**config.mk**
```make
export PLATFORM = sky130hd
export DESIGN_NAME = dir_memory_ctrl_flat
export DESIGN_NICKNAME = d
export VERILOG_FILES = /design/src/rtl/dir_memory_ctrl_if.sv /design/src/rtl/dir_memory_ctrl.sv /design/src/flat_wrapper.sv
export SDC_FILE = /design/constraint.sdc
export NUM_CORES = 1
export LEC_CHECK = 0
export ABC_CLOCK_PERIOD_IN_PS = 7100
export CAP_MARGIN = 20
export CORE_MARGIN = 3
export CORE_UTILIZATION = 57
export CTS_CLUSTER_SIZE = 24
export DETAILED_ROUTE_END_ITERATION = 10
export PLACE_DENSITY = 0.95
export SETUP_SLACK_MARGIN = 0.2
export SLEW_MARGIN = 5
export SYNTH_ARGS = -nofsm -noshare
export SYNTH_HDL_FRONTEND = slang
export SYNTH_SLANG_ARGS = --single-unit
```
**constraint.sdc**
```tcl
create_clock -name clk -period 7.1 [get_ports clk]
set_input_delay 0.71 -clock clk [delete_from_list [all_inputs] [get_ports clk]]
set_output_delay 0.71 -clock clk [all_outputs]
set_load 0.01 [all_outputs]
```
**src/rtl/dir_memory_ctrl_if.sv**
```systemverilog
// Request/response bundle between the cache controllers and the directory memory.
// The master side issues requests and consumes responses; the slave side is the memory.
interface dir_memory_ctrl_if #(
  parameter int ADDR_W = 4,
  parameter int DATA_W = 4,
  parameter int NPROC  = 3,
  parameter int PROC_W = (NPROC > 1) ? $clog2(NPROC) : 1
);
  logic              reqValid;
  logic              reqReady;
  logic [1:0]        reqOp;
  logic [ADDR_W-1:0] reqAddr;
  logic [DATA_W-1:0] reqData;
  logic [PROC_W-1:0] reqProc;
  logic              respValid;
  logic              respReady;
  logic [DATA_W-1:0] respData;
  logic [NPROC-1:0]  respMask;
  logic [2:0]        respStatus;

  modport master (
    output reqValid, reqOp, reqAddr, reqData, reqProc, respReady,
    input  reqReady, respValid, respData, respMask, respStatus
  );

  modport slave (
    input  reqValid, reqOp, reqAddr, reqData, reqProc, respReady,
    output reqReady, respValid, respData, respMask, respStatus
  );
endinterface

```
**src/rtl/dir_memory_ctrl.sv**
```systemverilog
// Main memory with a per-line MSI directory. Serves one request at a time
// (read-shared, read-exclusive, writeback) through IDLE->LOOKUP->WAIT->RESP and
// reports which processors the requester must invalidate or recall.
module dir_memory_ctrl #(
  parameter int ADDR_W  = 4,
  parameter int DATA_W  = 4,
  parameter int DEPTH   = 8,
  parameter int NPROC   = 3,
  parameter int LATENCY = 2,
  localparam int PROC_W = (NPROC > 1) ? $clog2(NPROC) : 1
) (
  input logic clk,
  input logic rst,
  dir_memory_ctrl_if.slave bus
);

  localparam int IDX_W     = (DEPTH > 1) ? $clog2(DEPTH) : 1;
  localparam int CNT_W     = (LATENCY > 1) ? $clog2(LATENCY) : 1;
  localparam int WAIT_LOAD = (LATENCY > 0) ? LATENCY - 1 : 0;

  localparam logic [1:0] OP_READ_S = 2'b00;
  localparam logic [1:0] OP_READ_X = 2'b01;
  localparam logic [1:0] OP_WB     = 2'b10;

  localparam logic [2:0] ST_OK     = 3'b000;
  localparam logic [2:0] ST_MISS   = 3'b001;
  localparam logic [2:0] ST_RECALL = 3'b010;
  localparam logic [2:0] ST_ERR    = 3'b011;

  typedef enum logic [1:0] {IDLE, LOOKUP, WAIT, RESP} stateT;
  typedef enum logic [1:0] {DIR_I, DIR_S, DIR_M} dirT;

  stateT state, nextState;
  logic [CNT_W-1:0] waitCnt;

  logic [1:0]        reqOpQ;
  logic [ADDR_W-1:0] reqAddrQ;
  logic [DATA_W-1:0] reqDataQ;
  logic [PROC_W-1:0] reqProcQ;

  logic [ADDR_W-1:0] tagMem   [DEPTH];
  logic [DATA_W-1:0] dataMem  [DEPTH];
  dirT               dirState [DEPTH];
  logic [NPROC-1:0]  sharers  [DEPTH];

  logic              hit;
  logic [IDX_W-1:0]  hitIdx;

  logic              respValidQ;
  logic [DATA_W-1:0] respDataQ;
  logic [NPROC-1:0]  respMaskQ;
  logic [2:0]        respStatusQ;

  logic              procOk;
  logic [NPROC-1:0]  reqBit;
  logic [DATA_W-1:0] curData;
  dirT               curState;
  logic [NPROC-1:0]  curSharers;
  logic [DATA_W-1:0] outData;
  logic [NPROC-1:0]  outMask;
  logic [2:0]        outStatus;
  logic              wrData;
  logic              wrDir;
  logic [DATA_W-1:0] newData;
  dirT               newState;
  logic [NPROC-1:0]  newSharers;
  logic              reqReadyInt;
  logic              enterResp;

  assign reqReadyInt    = (state == IDLE) && !rst;
  assign bus.reqReady   = reqReadyInt;
  assign bus.respValid  = respValidQ;
  assign bus.respData   = respDataQ;
  assign bus.respMask   = respMaskQ;
  assign bus.respStatus = respStatusQ;

  // Tag match on the latched address; scanning downward leaves the lowest matching index.
  always_comb begin
    hit    = 1'b0;
    hitIdx = '0;
    for (int i = DEPTH - 1; i >= 0; i--) begin
      if (reqAddrQ != '0 && tagMem[i] == reqAddrQ) begin
        hit    = 1'b1;
        hitIdx = IDX_W'(i);
      end
    end
  end

  // Protocol decision: response fields and the line/directory update to commit on entering RESP.
  always_comb begin
    procOk     = (int'(reqProcQ) < NPROC);
    reqBit     = procOk ? (NPROC'(1) << reqProcQ) : '0;
    curData    = dataMem[hitIdx];
    curState   = dirState[hitIdx];
    curSharers = sharers[hitIdx];
    outData    = '0;
    outMask    = '0;
    outStatus  = ST_MISS;
    wrData     = 1'b0;
    wrDir      = 1'b0;
    newData    = curData;
    newState   = curState;
    newSharers = curSharers;
    if (hit) begin
      outStatus = ST_ERR;
      if (procOk) begin
        case (reqOpQ)
          OP_READ_S: begin
            if (curState == DIR_M && curSharers != reqBit) begin
              outStatus = ST_RECALL;
              outMask   = curSharers;
            end else begin
              outStatus  = ST_OK;
              outData    = curData;
              wrDir      = 1'b1;
              newSharers = curSharers | reqBit;
              newState   = (curState == DIR_M) ? DIR_M : DIR_S;
            end
          end
          OP_READ_X: begin
            if (curState == DIR_M && curSharers != reqBit) begin
              outStatus = ST_RECALL;
              outMask   = curSharers;
            end else begin
              outStatus  = ST_OK;
              outData    = curData;
              outMask    = curSharers & ~reqBit;
              wrDir      = 1'b1;
              newSharers = reqBit;
              newState   = DIR_M;
            end
          end
          OP_WB: begin
            if (curState == DIR_M && curSharers == reqBit) begin
              outStatus  = ST_OK;
              wrData     = 1'b1;
              newData    = reqDataQ;
              wrDir      = 1'b1;
              newSharers = '0;
              newState   = DIR_I;
            end
          end
          default: outStatus = ST_ERR;
        endcase
      end
    end
  end

  // Next-state logic; requests arriving outside IDLE are simply not looked at.
  always_comb begin
    nextState = state;
    case (state)
      IDLE:    if (bus.reqValid && reqReadyInt) nextState = LOOKUP;
      LOOKUP:  nextState = (!hit || LATENCY == 0) ? RESP : WAIT;
      WAIT:    if (waitCnt == '0) nextState = RESP;
      RESP:    if (bus.respReady) nextState = IDLE;
      default: nextState = IDLE;
    endcase
  end

  assign enterResp = (state != RESP) && (nextState == RESP);

  // State register, latency counter and request capture.
  always_ff @(posedge clk or posedge rst) begin
    if (rst) begin
      state    <= IDLE;
      waitCnt  <= '0;
      reqOpQ   <= '0;
      reqAddrQ <= '0;
      reqDataQ <= '0;
      reqProcQ <= '0;
    end else begin
      state <= nextState;
      if (state == IDLE && nextState == LOOKUP) begin
        reqOpQ   <= bus.reqOp;
        reqAddrQ <= bus.reqAddr;
        reqDataQ <= bus.reqData;
        reqProcQ <= bus.reqProc;
      end
      if (state == LOOKUP) begin
        waitCnt <= CNT_W'(WAIT_LOAD);
      end else if (state == WAIT && waitCnt != '0) begin
        waitCnt <= waitCnt - 1'b1;
      end
    end
  end

  // Memory, directory and response registers all commit together on the edge into RESP.
  always_ff @(posedge clk or posedge rst) begin
    if (rst) begin
      for (int i = 0; i < DEPTH; i++) begin
        tagMem[i]   <= ADDR_W'(i + 1);
        dataMem[i]  <= DATA_W'(i + 1);
        dirState[i] <= DIR_I;
        sharers[i]  <= '0;
      end
      respValidQ  <= 1'b0;
      respDataQ   <= '0;
      respMaskQ   <= '0;
      respStatusQ <= '0;
    end else if (enterResp) begin
      respValidQ  <= 1'b1;
      respDataQ   <= outData;
      respMaskQ   <= outMask;
      respStatusQ <= outStatus;
      if (wrData) dataMem[hitIdx] <= newData;
      if (wrDir) begin
        dirState[hitIdx] <= newState;
        sharers[hitIdx]  <= newSharers;
      end
    end else if (state == RESP && bus.respReady) begin
      respValidQ  <= 1'b0;
      respDataQ   <= '0;
      respMaskQ   <= '0;
      respStatusQ <= '0;
    end
  end

endmodule

```
**src/flat_wrapper.sv**
```systemverilog
// flat-port wrapper written by rule: the top's interface ports become plain ports
module dir_memory_ctrl_flat 
#(
  parameter int ADDR_W  = 4,
  parameter int DATA_W  = 4,
  parameter int DEPTH   = 8,
  parameter int NPROC   = 3,
  parameter int LATENCY = 2,
  localparam int PROC_W = (NPROC > 1) ? $clog2(NPROC) : 1
)
  (clk, rst, bus_reqValid, bus_reqOp, bus_reqAddr, bus_reqData, bus_reqProc, bus_respReady, bus_reqReady, bus_respValid, bus_respData, bus_respMask, bus_respStatus);
  dir_memory_ctrl_if #(.ADDR_W(ADDR_W), .DATA_W(DATA_W), .NPROC(NPROC)) bus_i ();
  input logic clk;
  input logic rst;
  input wire logic [$bits(bus_i.reqValid)-1:0] bus_reqValid;
  input wire logic [$bits(bus_i.reqOp)-1:0] bus_reqOp;
  input wire logic [$bits(bus_i.reqAddr)-1:0] bus_reqAddr;
  input wire logic [$bits(bus_i.reqData)-1:0] bus_reqData;
  input wire logic [$bits(bus_i.reqProc)-1:0] bus_reqProc;
  input wire logic [$bits(bus_i.respReady)-1:0] bus_respReady;
  output wire logic [$bits(bus_i.reqReady)-1:0] bus_reqReady;
  output wire logic [$bits(bus_i.respValid)-1:0] bus_respValid;
  output wire logic [$bits(bus_i.respData)-1:0] bus_respData;
  output wire logic [$bits(bus_i.respMask)-1:0] bus_respMask;
  output wire logic [$bits(bus_i.respStatus)-1:0] bus_respStatus;
  assign bus_i.reqValid = bus_reqValid;
  assign bus_i.reqOp = bus_reqOp;
  assign bus_i.reqAddr = bus_reqAddr;
  assign bus_i.reqData = bus_reqData;
  assign bus_i.reqProc = bus_reqProc;
  assign bus_i.respReady = bus_respReady;
  assign bus_reqReady = bus_i.reqReady;
  assign bus_respValid = bus_i.respValid;
  assign bus_respData = bus_i.respData;
  assign bus_respMask = bus_i.respMask;
  assign bus_respStatus = bus_i.respStatus;
  dir_memory_ctrl #(.ADDR_W(ADDR_W), .DATA_W(DATA_W), .DEPTH(DEPTH), .NPROC(NPROC), .LATENCY(LATENCY)) u_core (.clk(clk), .rst(rst), .bus(bus_i));
endmodule
```
==> reports/qor.csv, run 1 <==
stage,metric,value,unit
run_status,outcome,finished clean,
worst_setup_path,path_max_fanout,7,
placement,io_buffers,26,
yosys,synth_edf_count,0,
timing,setup_violations,0,
clock_network,clock-root-buffer,clkbuf_4,
worst_setup_path,rrSetupSlack,4.40,ns
floorplanning,row_count,19,
timing,clock_skew,0.0104,ns
yosys,yosys.area_share.simple,13.9,%
yosys,syn_inst,160,
worst_setup_path,reg2reg_from,u_core.reqProcQ[0]$_DFFE_PP0P_,
timing,slew_violations,0,
cells_and_area,drive_above_1_share,9.47,%
floorplanning,initial_utilization,62.1,%
worst_setup_path,crit_path_start,u_core.reqProcQ[0]$_DFFE_PP0P_,
yosys,yosys.area.top_type,dfrtp_1,
timing,fin_crit,2.70,ns
placement,place_hpwl,2800,um
timing,setup_ws,4.40,ns
pwr,p_comb_share,47.8,%
worst_setup_path,ff2ff_path_depth,6,
clock_network,worstSkewPairLatency,0.34,ns
cells_and_area,diodes,0,
yosys,ys_ff_latch,34,
floorplanning,core,0.00285,mm^2
timing,max_freq,0.370,GHz
timing,rsz0062_at_grt,false,
yosys,avgSynthCellArea,11.1,um^2
timing,worst_slew_pin_slew,0.837,ns
floorplanning,pin_count,28,
cells_and_area,num-nets-final,215,
worst_setup_path,critical_path_arrival,2.93,ns
yosys,synth.area.top_cells,"dfrtp_1, mux2_1, ha_1, a21oi_1, a22o_1",
pwr,p_sw,387,uW
pwr,power_frac_seq,39.7,%
yosys,synth_top_area_share,46.6,%
timing,period_share,38.1,%
cells_and_area,layout.area.seq,852,um^2
clock_network,postCtsSetupBuffers,0,
floorplanning,die_h,61.8,um
cells_and_area,syn_to_final_growth,19.3,%
worst_setup_path,start_kind,flip-flop,
cells_and_area,mostFrequentLayoutCells,"dfrtp_1, clkdlybuf4s50_1, mux2_1, a21oi_1, ha_1",
yosys,ys_types,43,
detailed_routing,viasPerCell,6.14,
floorplanning,die_w,61.8,um
detailed_routing,wl_per_cell,17.0,um
timing,fin_tns_setup,0,ns
pwr,vdd_ir_drop_max,295,uV
yosys,synth.area.mux_share,11.4,%
clock_network,htreeDepth,2,
clock_network,clkTransAtPathRegs,0.11,ns
placement,routabilityCongestion,0.957,
detailed_routing,drt_wl_total,3760,um
yosys,syn-cell-area,0.00177,mm^2
pwr,netSwitchingFraction,43.3,%
worst_setup_path,path_class,reg2reg,
cells_and_area,final_common_cell,dfrtp_1,
yosys,synth.net_count,186,
worst_setup_path,crit_required,7.32,ns
pwr,power.density,423,mW/mm^2
detailed_routing,drcViolationCount,0,
pwr,p_leak,0.945,nW
cells_and_area,n_fill_cell,187,
pwr,p_int,507,uW
worst_hold_path,hold_depth,1,
clock_network,cts-resized-gates,0,
timing,worst_slew_margin_rel,43.7,%
yosys,synthArstFlopShare,100,%
clock_network,cts_tree,done,
yosys,ys_seq_area_share,48.1,%
detailed_routing,vias,1358,
timing,finalHoldViolCount,0,
global_routing,grtUsageTotal,22.5,%
global_routing,overflow,0,
yosys,synth_warnings,32,
yosys,synth-adder-area-share,7.06,%
worst_setup_path,endpoint_kind,flip-flop,
placement,pre_cts_slack,4.43,ns
flow_run,maxCapViolations,0,
floorplanning,die_area,0.00382,mm^2
clock_network,cts.sinks,34,
clock_network,cts_made_buffers,5,
worst_setup_path,r2r-end,u_core.dataMem[31]$_DFFE_PP0P_,
cells_and_area,final_cells,221,
worst_setup_path,endpoint,u_core.dataMem[31]$_DFFE_PP0P_,
yosys,synthXorXnorAreaFrac,0,%
detailed_routing,drtAntennaViolNets,0,
global_routing,first_global_vias,1330,
yosys,synth_top_family_by_area,compound AO/OA/AOI/OAI gates,
pwr,power.clock.fraction,12.5,%
cells_and_area,multi_input_area,856,um^2
worst_hold_path,min_path_type,reg2reg,
global_routing,grt_max_degree,36,
global_routing,grt_pass1_wl,6190,um
yosys,synth-compound-area-share,15.7,%
global_routing,grt_antenna_before_repair,0,
clock_network,clk_path_buf_depth,2,
detailed_routing,first_pass_iters,4,
yosys,synth_ff_type,dfrtp_1,
clock_network,cts_hold_buf,0,
placement,dp.cells,213,
detailed_routing,drt_iter0_drc,75,
## kinds of logic after synthesis
logic type	Yosys count
and+or+nand+nor	43
AOI/OAI and AO/OA	39
DFF	34
muxes	18
buffers and inverters	15
adders and majority gates	10
other	1
## critical path, stage by stage (launching register included)
cell and delay [ns]:
dfrtp_1 0.47, or2_2 0.34, ha_1 0.29, nor3_1 0.56, nand2_1 0.15, or3_1 0.42
mux2_1 0.36
## cell usage after synthesis, drive strengths merged, types with 2 or more instances
| cell type | number |
|---|---|
| dfrtp | 33 |
| mux2 | 17 |
| a21oi | 10 |
| ha | 10 |
| o21ai | 10 |
| inv | 9 |
| nand2 | 9 |
| nor2 | 9 |
| a22o | 5 |
| nand2b | 5 |
| buf | 4 |
| a221o | 3 |
| nand3 | 3 |
| nor3 | 3 |
| a21o | 2 |
| a31oi | 2 |
| and3 | 2 |
| clkbuf | 2 |
| o22ai | 2 |
| or3 | 2 |
| or4 | 2 |
## per-stage QoR
stage,power (mW),cell area (um^2),hold slack [ns],utilization (%)
finish,0.894,2120,0.491,74.2
global route,0.957,2120,0.511,74.2
CTS,0.890,2120,0.489,74.2
detailed placement,0.777,2060,0.465,72.1
global placement,0.745,2060,0.461,72.1
floorplan,0.644,1770,0.450,-
## state kept, by name, indices dropped and copies added (netlist names), 3 cells and up
| register | flops |
|---|---|
| u_core.bus.respData | 4 |
| u_core.bus.respMask | 3 |
| u_core.dataMem | 4 |
| u_core.reqAddrQ | 4 |
| u_core.reqDataQ | 4 |
| u_core.sharers | 3 |
## power by group through the flow
stage	Combinational, mW	Clock (mW)	Sequential (mW)
after detailed placement	0.422	0	0.354
after global placement	0.400	0	0.345
final	0.428	0.111	0.355
after global routing	0.470	0.122	0.366
after floorplan	0.316	0	0.328
after CTS	0.426	0.112	0.352
## cell type report
cell class	instances	area share [%]
tap	31	1.83
inverter	9	1.60
sequential	34	40.3
timing repair buffer	28	13.0
clock inverter	1	0.237
clock buffer	7	2.60
multi-input combinational	111	40.4
## worst min path at each step
| stage | from | endpoint | slack (ns) |
|---|---|---|---|
| finish | u_core.bus.respStatus[0]$_DFFE_PP0P_ | u_core.bus.respStatus[0]$_DFFE_PP0P_ | 0.49 |
| global route | u_core.bus.respStatus[0]$_DFFE_PP0P_ | u_core.bus.respStatus[0]$_DFFE_PP0P_ | 0.51 |
| CTS | u_core.bus.respStatus[0]$_DFFE_PP0P_ | u_core.bus.respStatus[0]$_DFFE_PP0P_ | 0.49 |
| detailed placement | u_core.bus.respStatus[0]$_DFFE_PP0P_ | u_core.bus.respStatus[0]$_DFFE_PP0P_ | 0.47 |
| global placement | u_core.bus.respStatus[0]$_DFFE_PP0P_ | u_core.bus.respStatus[0]$_DFFE_PP0P_ | 0.46 |
| floorplan | u_core.reqDataQ[1]$_DFFE_PP0P_ | u_core.dataMem[29]$_DFFE_PP0P_ | 0.45 |
## metal layers
| metal | global-route usage, % | share of wire [%] | up-vias |
|---|---|---|---|
| met1 | 28.8 | 44 | 653 |
| met4 | 10.3 | 2.5 | 0 |
| li1 | - | - | 636 |
| met3 | 6.40 | 4.2 | 11 |
| met2 | 35.6 | 49 | 58 |
| met5 | 0 | 0 | - |
No activity file was read; power rests on OpenSTA's default activity.
==> run 2: changes to the inputs <==
--- a/config.mk
+++ b/config.mk
@@ -5,13 +5,13 @@
 export SDC_FILE = /design/constraint.sdc
 export NUM_CORES = 1
 export LEC_CHECK = 0
-export ABC_CLOCK_PERIOD_IN_PS = 7100
+export ABC_CLOCK_PERIOD_IN_PS = 2200
 export CAP_MARGIN = 20
 export CORE_MARGIN = 3
-export CORE_UTILIZATION = 57
+export CORE_UTILIZATION = 48
 export CTS_CLUSTER_SIZE = 24
 export DETAILED_ROUTE_END_ITERATION = 10
-export PLACE_DENSITY = 0.95
+export PLACE_DENSITY = 0.86
 export SETUP_SLACK_MARGIN = 0.2
 export SLEW_MARGIN = 5
 export SYNTH_ARGS = -nofsm -noshare
==> constraint.sdc (replaced) <==
create_clock -name clk -period 2.2 [get_ports clk]
set_input_delay 0.22 -clock clk [delete_from_list [all_inputs] [get_ports clk]]
set_output_delay 0.22 -clock clk [all_outputs]
set_load 0.01 [all_outputs]
==> run 2 against run 1 <==
Hold slack worse by 0.069 ns. Global-route usage fell by 4.2 points. Fmax is 28% higher. Total power grew to 4.1 times the previous value. Critical endpoint is now u_core.bus.respMask[0]$_DFFE_PP0P_. Critical path type unchanged. Largest cell class unchanged.
==> reports/qor.csv, run 2 (synthesized netlist as in run 1, its figures left out) <==
stage,metric,value,unit,change
timing,setup_violations,0,,unchanged
cells_and_area,syn_to_final_growth,36.3,%,
timing,rsz0062_at_grt,true,,
pwr,p_sw,1.44,mW,+270%
worst_setup_path,path_max_fanout,5,,-2
worst_setup_path,cp_num_buf_inv,2,,+2
global_routing,grt_antenna_before_repair,0,,unchanged
detailed_routing,vias,1396,,+2.8%
clock_network,cts.sinks,34,,unchanged
placement,routabilityCongestion,0.867,,-9.4%
floorplanning,die_area,0.00446,mm^2,+17%
detailed_routing,first_pass_iters,4,,unchanged
floorplanning,die_h,66.8,um,+8.1%
flow_run,maxCapViolations,0,,unchanged
detailed_routing,drt_wl_total,3900,um,+3.6%
pwr,power_frac_seq,30.9,%,-8.8 points
worst_setup_path,endpoint_kind,flip-flop,,
global_routing,grtUsageTotal,18.3,%,-4.2 points
cells_and_area,mostFrequentLayoutCells,"dfrtp_1, clkdlybuf4s50_1, mux2_1, buf_4, a21oi_1",,
timing,clock_skew,0.00458,ns,-0.00579 ns
worst_setup_path,path_class,reg2reg,,
cells_and_area,final_common_cell,dfrtp_1,,
timing,setup_ws,0.0859,ns,-4.31 ns
worst_setup_path,slowest_stage,or4_1,,
pwr,p_leak,1.05,nW,+11%
worst_setup_path,crit_required,2.43,ns,-4.89 ns
pwr,p_comb_share,53.5,%,+5.7 points
clock_network,cts_tree,done,,
timing,fin_crit,2.11,ns,-0.588 ns
floorplanning,row_count,21,,+2
worst_setup_path,critical_path_arrival,2.34,ns,-0.59 ns
placement,pre_cts_slack,0.0668,ns,-4.36 ns
detailed_routing,drt_iter0_drc,72,,-4.0%
detailed_routing,drtAntennaViolNets,0,,unchanged
clock_network,clk_path_buf_depth,2,,unchanged
timing,fin_tns_setup,0,ns,unchanged
pwr,p_int,2.19,mW,+330%
run_status,outcome,finished clean,,
pwr,netSwitchingFraction,39.7,%,-3.6 points
timing,finalHoldViolCount,0,,unchanged
floorplanning,die_w,66.8,um,+8.1%
timing,max_freq,0.473,GHz,+28%
worst_setup_path,path_cells,"or2_4, ha_4, nor3_4, buf_4, buf_6, or4_1, o21ai_0, a22o_1",,
worst_setup_path,cpPeakStageDelay,0.48,ns,-0.08 ns
global_routing,first_global_vias,1326,,-0.30%
floorplanning,pin_count,28,,unchanged
worst_setup_path,ff2ff_path_depth,8,,+2
pwr,power.density,1500,mW/mm^2,+260%
worst_setup_path,cp.depth,8,,+2
clock_network,htreeDepth,2,,unchanged
worst_hold_path,min_path_type,in2async,,
clock_network,cts_made_buffers,5,,unchanged
clock_network,worstSkewPairLatency,0.29,ns,-0.05 ns
timing,slew_violations,0,,unchanged
cells_and_area,num-nets-final,227,,+5.6%
clock_network,clock-root-buffer,clkbuf_8,,
clock_network,cts_hold_buf,0,,unchanged
timing,period_share,96.1,%,+58 points
detailed_routing,drcViolationCount,0,,unchanged
clock_network,clkTransAtPathRegs,0.07,ns,-0.04 ns
timing,worst_slew_margin_rel,49.8,%,+6.2 points
global_routing,overflow,0,,unchanged
pwr,vdd_ir_drop_max,728,uV,+150%
cells_and_area,diodes,0,,unchanged
cells_and_area,drive_above_1_share,26.2,%,+17 points
pwr,power.clock.fraction,15.6,%,+3.1 points
timing,worst_slew_pin_slew,0.753,ns,-0.0847 ns
global_routing,grt_pass1_wl,6090,um,-1.7%
detailed_routing,viasPerCell,5.63,,-8.4%
floorplanning,core,0.00344,mm^2,+21%
placement,io_buffers,26,,unchanged
placement,place_hpwl,2640,um,-5.6%
worst_setup_path,start_kind,flip-flop,,
detailed_routing,wl_per_cell,15.7,um,-7.7%
global_routing,grt_max_degree,35,,-2.8%
floorplanning,initial_utilization,51.5,%,-11 points
worst_setup_path,crit_family,simple AND/OR/NAND/NOR gates,,
run 2: final cells by class:
class / instances / area (um^2)
Clock buffer: 5 / 68.8
Sequential cell: 34 / 856
Tap cell: 46 / 57.6
Multi-Input combinational cell: 111 / 978
Clock inverter: 3 / 45.0
Inverter: 9 / 33.8
Fill cell: 241 / 1030
Timing Repair Buffer: 40 / 377
run 2: stage by stage:
stage | util, % | hold slack (ns) | cell area [um^2] | total power [mW] | std cells
finish | 70.2 | 0.422 | 2420 | 3.63 | 248
detailed placement | 62.8 | 0.477 | 2160 | 2.66 | 232
floorplan | - | 0.342 | 1830 | 2.22 | 160
global placement | 62.8 | 0.463 | 2160 | 2.60 | 232
CTS | 67.5 | 0.433 | 2320 | 3.35 | 245
global route | 70.2 | 0.489 | 2420 | 3.88 | 248
run 2: metal layers:
metal	routed length (um)	vias up	global-route usage (%)
met3	214	6	5.56
met2	2020	51	30.1
met5	0	-	0
met4	47	0	5.33
met1	1620	679	23.1
li1	-	660	-
run 2: timing repair:
| action | in CTS | in global routing |
|---|---|---|
| endpoints found under the setup margin | 7 | 13 |
| gates cloned | 0 | 0 |
| pin swaps | 2 | 6 |
| setup buffers | 5 | 3 |
| gates resized for setup | 3 | 19 |
run 2: tightest hold or removal path: cells and delay by family:
kind                   cells  cell delay (ns)
buffers and inverters      3             0.92
run 2: power by group through the flow:
stage	sequential [mW]	clock, mW	combinational (mW)
6_report	1.12	0.565	1.94
5_1_grt	1.16	0.605	2.11
4_1_cts	1.10	0.576	1.68
3_5_place_dp	1.12	0	1.55
3_3_place_gp	1.10	0	1.50
2_1_floorplan	1.06	0	1.16
run 2: path summary, 6_finish.rpt:
| check | slack, ns | to | start |
|---|---|---|---|
| worst max-delay path | 0.09 | u_core.bus.respMask[0]$_DFFE_PP0P_ | u_core.reqProcQ[1]$_DFFE_PP0P_ |
| min in group clk | 0.49 | u_core.bus.respStatus[0]$_DFFE_PP0P_ | u_core.bus.respStatus[0]$_DFFE_PP0P_ |
| max in group asynchronous | 1.45 | u_core.dataMem[28]$_DFFE_PP1P_ | rst |
| worst max register to register | 0.09 | u_core.bus.respMask[0]$_DFFE_PP0P_ | u_core.reqProcQ[1]$_DFFE_PP0P_ |
| worst min-delay path | 0.42 | u_core.state[0]$_DFF_PP0_ | rst |
| worst min register to register | 0.49 | u_core.bus.respStatus[0]$_DFFE_PP0P_ | u_core.bus.respStatus[0]$_DFFE_PP0P_ |
==> run 3: changes to the inputs <==
--- a/config.mk
+++ b/config.mk
@@ -5,6 +5,7 @@
 export SDC_FILE = /design/constraint.sdc
 export NUM_CORES = 1
 export LEC_CHECK = 0
+export ABC_AREA = 1
 export ABC_CLOCK_PERIOD_IN_PS = 2200
 export CAP_MARGIN = 20
 export CORE_MARGIN = 3
@@ -17,3 +18,4 @@
 export SYNTH_ARGS = -nofsm -noshare
 export SYNTH_HDL_FRONTEND = slang
 export SYNTH_SLANG_ARGS = --single-unit
+export TNS_END_PERCENT = 5
==> run 3 against run 2 <==
Flip-flop and latch count unchanged. Setup slack better by 0.23 ns. Count of clock-buffer cells in the layout unchanged. Hold slack better by 0.0083 ns. Die area rose by 1.1%. Via count rose by 3.7%. Fmax up 12%. Highest routed layer unchanged.
==> reports/qor.csv, run 3 <==
stage,metric,value,unit,change
detailed_routing,dr_wl_met2,1550,um,-23%
detailed_routing,vias,1448,,+3.7%
yosys,synth.area.top_cells,"dfrtp_1, nand2_1, nand3_1, ha_1, inv_1",,
detailed_routing,drt_wl_total,3400,um,-13%
worst_setup_path,reg2reg_from,u_core.reqProcQ[1]$_DFFE_PP0P_,,
yosys,synth.most_common_cell,nand2_1,,
pwr,power.density,1250,mW/mm^2,-17%
floorplanning,initial_utilization,51.7,%,+0.22 points
cells_and_area,drive_above_1_share,16.2,%,-10 points
yosys,synth_top_area_share,46.0,%,-0.55 points
yosys,yosys.area_share.simple,28.5,%,+15 points
global_routing,first_global_vias,1351,,+1.9%
worst_setup_path,r2r-end,u_core.sharers[23]$_DFFE_PP0P_,,
yosys,synth_ff_type,dfrtp_1,,
floorplanning,core,0.00347,mm^2,+0.76%
clock_network,htreeDepth,2,,unchanged
timing,fin_hold_ws,0.431,ns,+0.00830 ns
global_routing,overflow,0,,unchanged
clock_network,cts_hold_buf,0,,unchanged
worst_setup_path,critical_path_arrival,2.06,ns,-0.28 ns
worst_setup_path,path_class,reg2reg,,
yosys,synthTopCellsByCount,"nand2_1, dfrtp_1, nand3_1",,
pwr,vdd_ir_drop_max,618,uV,-15%
worst_setup_path,rrSetupSlack,0.32,ns,+0.23 ns
detailed_routing,top_layer,met4,,
clock_network,clock-root-buffer,clkbuf_8,,
timing,clock_skew,0.00545,ns,+0.000873 ns
pwr,p_total,2.74,mW,-24%
yosys,synth.net_count,229,,+23%
global_routing,grt_pass1_wl,5830,um,-4.2%
worst_setup_path,endpoint_kind,flip-flop,,
cells_and_area,diodes,0,,unchanged
timing,finalHoldViolCount,0,,unchanged
worst_setup_path,crit_required,2.38,ns,-0.05 ns
yosys,synth.area.mux_share,5.44,%,-5.9 points
floorplanning,die_area,0.00451,mm^2,+1.1%
global_routing,grt_max_degree,35,,unchanged
floorplanning,pin_count,28,,unchanged
timing,rsz0062_at_grt,false,,
yosys,ys_types,24,,-44%
yosys,synth_edf_count,0,,unchanged
pwr,p_leak,1.09,nW,+3.6%
timing,slew_violations,0,,unchanged
clock_network,cts_tree,done,,
yosys,synth_warnings,32,,unchanged
flow_run,maxCapViolations,0,,unchanged
yosys,ys_seq_area_share,47.5,%,-0.57 points
placement,io_buffers,26,,unchanged
floorplanning,die_h,67.1,um,+0.55%
global_routing,grt_antenna_before_repair,0,,unchanged
worst_setup_path,path_max_fanout,6,,+1
clock_network,clk_path_buf_depth,2,,unchanged
placement,routabilityCongestion,0.937,,+8.1%
global_routing,grtUsageTotal,17.2,%,-1.1 points
timing,period_share,85.5,%,-11 points
yosys,ys_ff_latch,34,,unchanged
yosys,synth-compound-area-share,5.30,%,-10 points
cells_and_area,syn_to_final_growth,22.0,%,
clock_network,clkTransAtPathRegs,0.07,ns,about the same
clock_network,cts.sinks,34,,unchanged
yosys,synthArstFlopShare,100,%,unchanged
worst_hold_path,min_path_type,in2async,,
detailed_routing,drtAntennaViolNets,0,,unchanged
yosys,avgSynthCellArea,8.84,um^2,-20%
yosys,synth_top_family_by_area,simple AND/OR/NAND/NOR gates,,
clock_network,worstSkewPairLatency,0.28,ns,about the same
worst_setup_path,ff2ff_path_depth,11,,+3
floorplanning,row_count,21,,unchanged
detailed_routing,met1Wirelength,1620,um,+0.37%
cells_and_area,final_common_cell,nand2_1,,
yosys,synthXorXnorAreaFrac,0,%,unchanged
detailed_routing,drt_iter0_drc,118,,+64%
detailed_routing,first_pass_iters,4,,unchanged
yosys,syn_inst,203,,+27%
detailed_routing,viasPerCell,5.17,,-8.1%
cells_and_area,mostFrequentLayoutCells,"nand2_1, dfrtp_1, nand3_1, clkdlybuf4s50_1, inv_1",,
detailed_routing,wl_per_cell,12.1,um,-23%
worst_setup_path,start_kind,flip-flop,,
placement,place_hpwl,2620,um,-0.90%
yosys,syn-cell-area,0.00179,mm^2,+1.2%
timing,fin_crit,1.88,ns,-0.233 ns
yosys,yosys.area.top_type,dfrtp_1,,
yosys,synth-adder-area-share,6.97,%,-0.084 points
timing,fin_tns_setup,0,ns,unchanged
detailed_routing,wl_met3,161,um,-25%
detailed_routing,drcViolationCount,0,,unchanged
run_status,outcome,finished clean,,
timing,setup_violations,0,,unchanged
cells_and_area,num-nets-final,260,,+15%
timing,max_freq,0.531,GHz,+12%
floorplanning,die_w,67.1,um,+0.55%
clock_network,cts_made_buffers,5,,unchanged
[run 3: final cells by class]
cell class / count / area, um^2
clock inverters: 2 / 10.0
clock buffers: 5 / 68.8
flip-flops and latches: 34 / 852
well taps: 46 / 57.6
inverters: 20 / 75.1
fillers: 316 / 1280
multi-input cells: 145 / 850
repair buffers: 28 / 275
[run 3: report_power, final]
part           internal (mW)  switching [mW]
combinational          0.506           0.819
sequential             0.837           0.152
clock                  0.212           0.217
[run 3: per-layer routing]
metal,track usage [%],vias to the layer above
li1,-,719
met2,26.1,36
met1,23.6,687
met4,6.84,0
met5,0,-
met3,3.99,6
[run 3: worst max path at each step]
stage | endpoint | startpoint | slack (ns)
floorplan | u_core.sharers[21]$_DFFE_PP0P_ | u_core.reqProcQ[1]$_DFFE_PP0P_ | 0.43
CTS | u_core.sharers[22]$_DFFE_PP0P_ | u_core.reqProcQ[1]$_DFFE_PP0P_ | 0.22
global placement | u_core.sharers[23]$_DFFE_PP0P_ | u_core.reqProcQ[1]$_DFFE_PP0P_ | 0.30
global route | u_core.sharers[23]$_DFFE_PP0P_ | u_core.reqProcQ[0]$_DFFE_PP0P_ | 0.18
detailed placement | u_core.sharers[22]$_DFFE_PP0P_ | u_core.reqProcQ[1]$_DFFE_PP0P_ | 0.22
finish | u_core.sharers[23]$_DFFE_PP0P_ | u_core.reqProcQ[1]$_DFFE_PP0P_ | 0.32
[run 3: critical path, stage by stage, from the launching register on]
cell,delay (ns)
dfrtp_1,0.42
inv_2,0.09
nand2_1,0.09
ha_1,0.32
nor2_4,0.11
nand2_1,0.11
nand3_2,0.11
nand2_1,0.09
a21oi_4,0.20
nand2_2,0.12
nand2_1,0.07
nand2_1,0.04
[run 3: cells by family after synthesis]
kind of cell / count (synthesis)
fa+ha+maj: 10
simple gates: 110
flops: 34
compound gates: 16
mux: 8
buf+inv: 24
other cells: 1
[run 3: stage by stage]
stage | setup WS (ns) | instances | utilization, % | instance area, um^2
5_1_grt | 0.183 | 280 | 63.1 | 2190
3_5_place_dp | 0.224 | 272 | 60.1 | 2080
2_1_floorplan | 0.433 | 203 | - | 1790
4_1_cts | 0.216 | 279 | 62.4 | 2160
6_report | 0.318 | 280 | 63.1 | 2190
3_3_place_gp | 0.305 | 272 | 60.1 | 2080
[run 3: repair_timing]
item	CTS	global route
buffers inserted	0	1
setup endpoints to repair	0	9
resized for setup	0	7
hold endpoints to repair	0	0
